$ cat src/rtl/display_pkg.sv
// display_pkg: shared FSM state type and BCD constants
// for the serial BCD display driver.
package display_pkg;

  typedef enum logic [1:0] {
    IDLE,
    ARM,
    SHIFT,
    GAP
  } state_t;

  localparam logic [3:0] BLANK_CODE = 4'hF;
  localparam logic [3:0] BCD_MAX    = 4'd9;

  function automatic logic [3:0] clean_digit(
    input logic [3:0] d
  );
    return (d > BCD_MAX) ? BLANK_CODE : d;
  endfunction

endpackage

$ cat src/rtl/clk_divider.sv
// clk_divider: square-wave divider, toggles clk_out every DIV cycles.
// Ports: internal_clock, RST (sync, active high), clk_out.
module clk_divider #(
  parameter int DIV = 2
) (
  input  logic internal_clock,
  input  logic RST,
  output logic clk_out
);

  // DIV=1 still needs a one-bit counter
  localparam int CW = (DIV > 1) ? $clog2(DIV) : 1;
  localparam logic [CW-1:0] LAST = CW'(DIV - 1);

  logic [CW-1:0] cnt;

  always_ff @(posedge internal_clock) begin
    if (RST) begin
      cnt     <= '0;
      clk_out <= 1'b0;
    end else if (cnt == LAST) begin
      cnt     <= '0;
      clk_out <= ~clk_out;
    end else begin
      cnt <= cnt + CW'(1);
    end
  end

endmodule

$ cat src/rtl/bcd_serial_display.sv
// bcd_serial_display: serialises packed BCD digits onto a data/enable
// line with board and bit clocks. Ports: internal_clock, RST, VALUE_BCD,
// START in; VALUE/ENABLE/BOARD_CLOCK/DATA_CLOCK_SIGNAL, BUSY,
// FRAME_DONE, BCD_ERR out.
module bcd_serial_display
  import display_pkg::*;
#(
  parameter int DIGITS     = 4,
  parameter int BCLK_DIV   = 401,
  parameter int SCLK_DIV   = 2001,
  parameter int GAP_BITS   = 4*DIGITS,
  parameter bit CONTINUOUS = 1'b1
) (
  input  logic                internal_clock,
  input  logic                RST,
  input  logic [4*DIGITS-1:0] VALUE_BCD,
  input  logic                START,
  output logic                VALUE_SIGNAL,
  output logic                ENABLE_SIGNAL,
  output logic                BOARD_CLOCK_SIGNAL,
  output logic                DATA_CLOCK_SIGNAL,
  output logic                BUSY,
  output logic                FRAME_DONE,
  output logic                BCD_ERR
);

  localparam int NB   = 4*DIGITS;
  localparam int IW   = $clog2(NB);
  localparam int CNTW = $clog2(NB + GAP_BITS + 1);

  localparam logic [CNTW-1:0] LAST_BIT = CNTW'(NB);
  localparam logic [CNTW-1:0] GAP_END  = CNTW'(NB + GAP_BITS);

  state_t          state;
  logic [NB-1:0]   frame;
  logic [NB-1:0]   clean;
  logic            bad;
  logic [3:0]      dig;
  logic            sclk_q;
  logic            tick;
  logic [CNTW-1:0] cnt;
  logic [IW-1:0]   sel;

  clk_divider #(.DIV(BCLK_DIV)) u_bclk (
    .internal_clock (internal_clock),
    .RST            (RST),
    .clk_out        (BOARD_CLOCK_SIGNAL)
  );

  clk_divider #(.DIV(SCLK_DIV)) u_sclk (
    .internal_clock (internal_clock),
    .RST            (RST),
    .clk_out        (DATA_CLOCK_SIGNAL)
  );

  always_ff @(posedge internal_clock) begin
    if (RST) sclk_q <= 1'b0;
    else     sclk_q <= DATA_CLOCK_SIGNAL;
  end

  assign tick = DATA_CLOCK_SIGNAL & ~sclk_q;

  // blank out-of-range digits at latch time
  always_comb begin
    clean = '0;
    bad   = 1'b0;
    dig   = '0;
    for (int k = 0; k < DIGITS; k++) begin
      dig              = VALUE_BCD[4*k +: 4];
      clean[4*k +: 4]  = clean_digit(dig);
      bad              = bad | (dig > BCD_MAX);
    end
  end

  // digit-ascending, MSB-first within a digit: flip low two bits
  assign sel = cnt[IW-1:0] ^ IW'(3);

  always_ff @(posedge internal_clock) begin
    if (RST) begin
      state         <= IDLE;
      frame         <= '0;
      cnt           <= '0;
      VALUE_SIGNAL  <= 1'b0;
      ENABLE_SIGNAL <= 1'b0;
      BUSY          <= 1'b0;
      FRAME_DONE    <= 1'b0;
      BCD_ERR       <= 1'b0;
    end else begin
      FRAME_DONE <= 1'b0;
      BCD_ERR    <= 1'b0;
      unique case (state)
        IDLE: begin
          // a request coinciding with FRAME_DONE is dropped
          if (CONTINUOUS || (START && !FRAME_DONE)) begin
            state   <= ARM;
            frame   <= clean;
            BCD_ERR <= bad;
            cnt     <= '0;
            BUSY    <= 1'b1;
          end
        end
        ARM: begin
          if (tick) begin
            state         <= SHIFT;
            VALUE_SIGNAL  <= frame[sel];
            ENABLE_SIGNAL <= 1'b1;
            cnt           <= cnt + CNTW'(1);
          end
        end
        SHIFT: begin
          if (tick) begin
            if (cnt == LAST_BIT) begin
              state         <= GAP;
              VALUE_SIGNAL  <= 1'b0;
              ENABLE_SIGNAL <= 1'b0;
            end else begin
              VALUE_SIGNAL <= frame[sel];
            end
            cnt <= cnt + CNTW'(1);
          end
        end
        GAP: begin
          if (tick) begin
            if (cnt == GAP_END) begin
              FRAME_DONE <= 1'b1;
              if (CONTINUOUS) begin
                state   <= ARM;
                frame   <= clean;
                BCD_ERR <= bad;
                cnt     <= '0;
              end else begin
                state <= IDLE;
                BUSY  <= 1'b0;
              end
            end else begin
              cnt <= cnt + CNTW'(1);
            end
          end
        end
        default: state <= IDLE;
      endcase
    end
  end

endmodule

$ cat config.mk
export PLATFORM = sky130hd
export DESIGN_NAME = bcd_serial_display
export DESIGN_NICKNAME = d
export VERILOG_FILES = /design/src/rtl/display_pkg.sv /design/src/rtl/clk_divider.sv /design/src/rtl/bcd_serial_display.sv
export SDC_FILE = /design/constraint.sdc
export NUM_CORES = 1
export LEC_CHECK = 0
export ABC_AREA = 1
export CORE_AREA = 3 3 70 72
export DETAILED_ROUTE_END_ITERATION = 12
export DIE_AREA = 0 0 73 75
export GPL_ROUTABILITY_DRIVEN = 0
export PLACE_DENSITY = 0.82
export RECOVER_POWER = 25
export SLEW_MARGIN = 10
export SYNTH_ARGS = -nofsm -noshare
export SYNTH_HDL_FRONTEND = slang
export SYNTH_SLANG_ARGS = --single-unit
$ cat constraint.sdc
create_clock -name internal_clock -period 3.42 [get_ports internal_clock]
set_input_delay 0.684 -clock internal_clock [delete_from_list [all_inputs] [get_ports internal_clock]]
set_output_delay 0.684 -clock internal_clock [all_outputs]
set_load 0.02 [all_outputs]
# Word level (Yosys, flattened, before mapping)
# Index checks and enable logic that the tools add are counted.
totals:
  regBits: 52
  out_inout_bits: 7
  word_cells: 87
op_classes:
  addsub: 3
  n_lt_le_gt_ge: 5
  n_eq_ne: 13
  muxes: 31
  bitwise: 10
  reduce_logical: 12
op_table:
  columns: ["cell", "n"]
  rows:
  - ["16-bit two-way mux", 2]
  - ["16-bit one-hot mux with 2 select lines", 1]
  - ["6-bit two-way mux", 3]
  - ["6-bit one-hot mux with 3 select lines", 1]
  - ["4-bit greater-than comparator (second input constant)", 4]
  - ["4-bit two-way mux", 4]
  - ["11-bit by 1-bit adder with 11-bit output (second input constant)", 1]
  - ["11-bit == test (second input constant)", 1]
  - ["1-bit two-way mux", 10]
  - ["2-bit two-way mux", 5]
  - ["2-bit inequality test (second input constant)", 5]
  - ["9-bit by 1-bit adder with 9-bit output (second input constant)", 1]
  - ["9-bit == test (second input constant)", 1]
  - ["2-bit one-hot mux with 4 select lines", 1]
  - ["6-bit by 1-bit adder with 6-bit output (second input constant)", 1]
  - ["6-bit by 5-bit == test with 1-bit output (second input constant)", 1]
  - ["6-bit == test (second input constant)", 1]
  - ["1-bit one-hot mux with 2 select lines", 3]
  - ["3-bit AND reduction", 2]
  - ["2-bit OR reduction", 3]
  - ["4-bit by 5-bit less-than comparator with 1-bit output (second input constant)", 1]
  - ["1-bit inverter", 5]
  - ["5-bit AND reduction", 1]
  - ["1-bit binary-select mux with 4-bit select", 1]
  - ["other kinds (11)", 15]

# Longest topological paths before layout
depth:
  word_depth: 7
  ltp_mapped: 13

# Hierarchy
# Synthesis repeated with hierarchy kept, for this count alone.
unflattened:
  cells_unflattened: 398
  hier_area_um2: 2805.2
by_module_without_submodules:
  columns: ["mod", "n_inst", "cells_per_inst", "area_per_inst_um2", "seq_area_each_um2"]
  rows:
  - ["bcd_serial_display", 1, 241, 1650.3, 600.6]
  - ["clk_divider at u_sclk", 1, 84, 650.6, 240.2]
  - ["clk_divider at u_bclk", 1, 73, 504.2, 200.2]

# Worst setup path before layout
# Ideal clock, no wire load.
synth_timing:
  path_kind: "flip-flop to flip-flop"
  start: "reg cnt[0]"
  end: "reg frame[10]"
  setup_ns: 0.118
  arrival_time_ns: 1.456
  slack_ns: 1.846
  stages_incl_launch_ff: 14
  n_path_buf: 3
  synth_period_minus_slack_ns: 1.574
  path_cell_list: "dfxtp_1 -> buf_4 -> inv_2 -> buf_6 -> ha_1 -> nand3_2 -> inv_2 -> nand2_2 -> inv_2 -> nand3_4 -> nand2_4 -> buf_8 -> o21ai_2 -> a21oi_2"
synth_via:
  elab_chain_len: 3
synth_rtl:
  columns: ["element", "line", "source"]
  rows:
  - ["start, declared", "bcd_serial_display.sv:41", "logic [CNTW-1:0] cnt;"]
  - ["start signal, assigned", "bcd_serial_display.sv:107", "cnt <= cnt + CNTW'(1);"]
  - ["start signal, assigned", "bcd_serial_display.sv:119", "cnt <= cnt + CNTW'(1);"]
  - ["start signal, assigned", "bcd_serial_display.sv:136", "cnt <= cnt + CNTW'(1);"]
  - ["6-bit == test", "bcd_serial_display.sv:124", "if (cnt == GAP_END) begin"]
  - ["2-bit inequality test (no source line)", null, null]
  - ["3-bit AND reduction (no source line)", null, null]
  - ["end signal, assigned", "bcd_serial_display.sv:96", "frame <= clean;"]
  - ["end signal, assigned", "bcd_serial_display.sv:128", "frame <= clean;"]
  - ["end, declared", "bcd_serial_display.sv:35", "logic [NB-1:0] frame;"]
# Every way passes these cells.
# A chain may end at the register's enable or synchronous reset.

# Worst setup path in the final report
layout_timing:
  start: "reg cnt[0]"
  end: "reg frame[11]"
# Same word-level chain as after synthesis.

==> key figures <==
Drt
  • Detailed Route WL: 4640 um
  • Antenna-violating nets left: 0
  • Initial DRC count: 142
  • Residual DRC: 0
  • WL per Instance: 10.9 um
  • DRT Pass-1 Iters: 5
  • Via-to-Cell Ratio: 5.08
  • Vias: 2168

Global route
  • Number of global-route vias before repair: 1938
  • GRT Resource Usage Total: 0.190
  • Initial antenna violation count: 0
  • Largest net degree at the start of global routing: 27
  • GRT overflow: 0
  • Global-route wire length before repair: 8270 um

Floorplan
  • Die Area: 5480 um2
  • Ports: 26
  • Die Y: 75 um
  • Starting Density: 0.598
  • Die width: 73 um
  • Row cnt: 24
  • CORE AREA: 4350 um2

Worst setup path
  • Slowest stage cell, crit path: dfxtp_1
  • Worst EP required: 3630 ps
  • WS Path Type: flop to flop
  • WP buf/inv: 4
  • CP peak stage delay: 440 ps
  • Largest delay share family, worst path: simple AND/OR/NAND/NOR gates
  • Maximum fanout along the worst path: 26
  • Arr. time, crit path: 2310 ps
  • CP Cell Sequence: inv_1 -> ha_1 -> nand3_2 -> inv_2 -> nand2_2 -> inv_2 -> nand3_4 -> nand2_4 -> inv_1 -> nor2_1 -> nor2_2
  • Worst setup EP type: flop
  • Startpoint Class: flop

Timing
  • Hold violation count in the final report: 0
  • Fin worst setup slack: 1320 ps
  • Crit share post-route: 0.615
  • Slew margin rel.: 0.740
  • Least-Margin Pin Slew: 389 ps
  • FMAX: 475 MHz
  • TNS Setup: 0 ps
  • Fin crit period: 2100 ps
  • Layout Skew: 5.54 ps
  • Unrepaired setup endpoints after global routing: false
  • Setup-failing EPs final: 0
  • Slew Viols, Final: 0

Finish
  • Net count reported at finish: 404
  • Multi-input logic area: 1300 um2
  • Most frequent cells in the layout: 59 x nand2_1, 56 x nor2_1, 52 x dfxtp_1, 46 x inv_1, 23 x clkdlybuf4s50_1
  • Fillers: 351
  • Final core occ: 0.685
  • Share of cells above drive strength 1: 0.117
  • Inserted Diodes: 0
  • Register area: 1040 um2
  • Commonest non-fill, non-tap cell in the layout: nand2_1
  • Finished layout cell area: 2980 um2
  • Area grow syn2layout: 14.5%

Synthesis
  • #FFs+latches synth: 52
  • Ys Warns: 0
  • Synth Cell Area: 2600 um2
  • Cell variety after synth: 32
  • Mapped Cells: 348
  • Syn Nets: 378
  • Syn_area_per_cell: 7.48 um2
  • Sequential cell area fraction in the yosys report: 0.400

Clock network
  • Clk root buf: clkbuf_8
  • Post-CTS setup repair buffer count: 0
  • Max clock buf depth: 2
  • Post-cts hold buffer count: 0
  • TritonCTS clock tree: yes
  • Clock sink total: 52
  • CTS clk-pin slew, worst paths: 90 ps
  • H-Tree Depth: 2
  • Worst skew pair latency: 300 ps
  • Cts bufs inserted: 5
  • Post-CTS resize count: 0

Place
  • Port Buffers: 24
  • Dpl ws: 1270 ps
  • DP Wirelength: 3440 um
  • Area after DPL: 2860 um2

Power
  • P_leak: 1.26 nW
  • Pwr Total: 1.89 mW
  • Maximum VDD drop: 369 uV
  • Power per cell area: 635 nW/um2

Job
  • Max-cap violation count: 0

Outcome
  • Status: finished, final reports clean

Worst hold path
  • Hold Crit Class: flop to flop
-- layer usage --
| layer | vias to the layer above | track usage | part of all wire |
|---|---|---|---|
| li1 | 1154 | - | - |
| met1 | 975 | 0.251 | 0.48 |
| met2 | 33 | 0.314 | 0.47 |
| met3 | 6 | 0.0360 | 0.033 |
| met4 | 0 | 0.0615 | 0.013 |
| met5 | - | 0 | 0 |
-- power breakdown --
| group | switching, mW | leakage (nW) | internal (mW) |
|---|---|---|---|
| Sequential | 0.0823 | 0.426 | 0.718 |
| Combinational | 0.408 | 0.769 | 0.231 |
| Clock | 0.196 | 0.0645 | 0.258 |
-- state kept, by name (all words and copies together), names as in the netlist, 2 cells and up --
signal      flops
state           2
frame          16
u_bclk.cnt      9
cnt             6
u_sclk.cnt     11
-- synthesized netlist by cell type, drive strengths merged --
library cell | n | area share
ha | 11 | 0.053
a21oi | 24 | 0.055
nor2 | 60 | 0.092
o21ai | 25 | 0.058
nand4 | 7 | 0.017
nor3b | 3 | 0.0086
nand2 | 62 | 0.094
xor2 | 9 | 0.030
buf | 5 | 0.021
nand3 | 23 | 0.051
inv | 53 | 0.076
nor3 | 6 | 0.019
or2 | 1 | 0.0024
xnor2 | 2 | 0.0067
o221a | 1 | 0.0043
nand3b | 3 | 0.0086
clkbuf | 1 | 0.0029
dfxtp | 52 | 0.40
-- metrics by stage --
| step | hold slack, ps | cells |
|---|---|---|
| after floorplan | 430 | 348 |
| after global placement | 446 | 419 |
| after detailed placement | 469 | 419 |
| after CTS | 486 | 427 |
| after global routing | 506 | 427 |
| final | 480 | 427 |
-- final timing paths --
| kind | from | endpoint | slack [ps] | cells after the start |
|---|---|---|---|---|
| min reg2reg | u_sclk.cnt[7]$_SDFF_PP0_ | u_sclk.cnt[7]$_SDFF_PP0_ | 480 | 2 |
| min | u_sclk.cnt[7]$_SDFF_PP0_ | u_sclk.cnt[7]$_SDFF_PP0_ | 480 | 2 |
| max reg2reg | cnt[0]$_SDFFE_PP0P_ | frame[11]$_SDFFE_PP0P_ | 1320 | 11 |
| max | cnt[0]$_SDFFE_PP0P_ | frame[11]$_SDFFE_PP0P_ | 1320 | 11 |
-- final cells by class --
cell class | instances | area share
Clock buffer | 7 | 0.0323
Clock inverter | 1 | 0.0101
Inverter | 53 | 0.0667
Multi-Input combinational cell | 237 | 0.437
Sequential cell | 52 | 0.349
Tap cell | 52 | 0.0218
Timing Repair Buffer | 25 | 0.0831
-- cells by family (layout without fill, tap and decap cells) --
group                      Yosys count  after routing  share of synthesized area
DFF                                 52             52                      0.400
AOI/OAI and AO/OA                   50             50                      0.117
adders and majority gates           11             11                     0.0529
buffers and inverters               59             86                      0.100
xor gates and xnor gates            11             11                     0.0370
and+or+nand+nor                    165            165                      0.293
-- worst register-to-register path, cell delays in order, from the launching register on --
cell	delay (ps)
dfxtp_1	440
inv_1	330
ha_1	230
nand3_2	100
inv_2	70
nand2_2	50
inv_2	70
nand3_4	80
nand2_4	270
inv_1	180
nor2_1	140
nor2_2	50
Power figures use the tool's default switching activity.
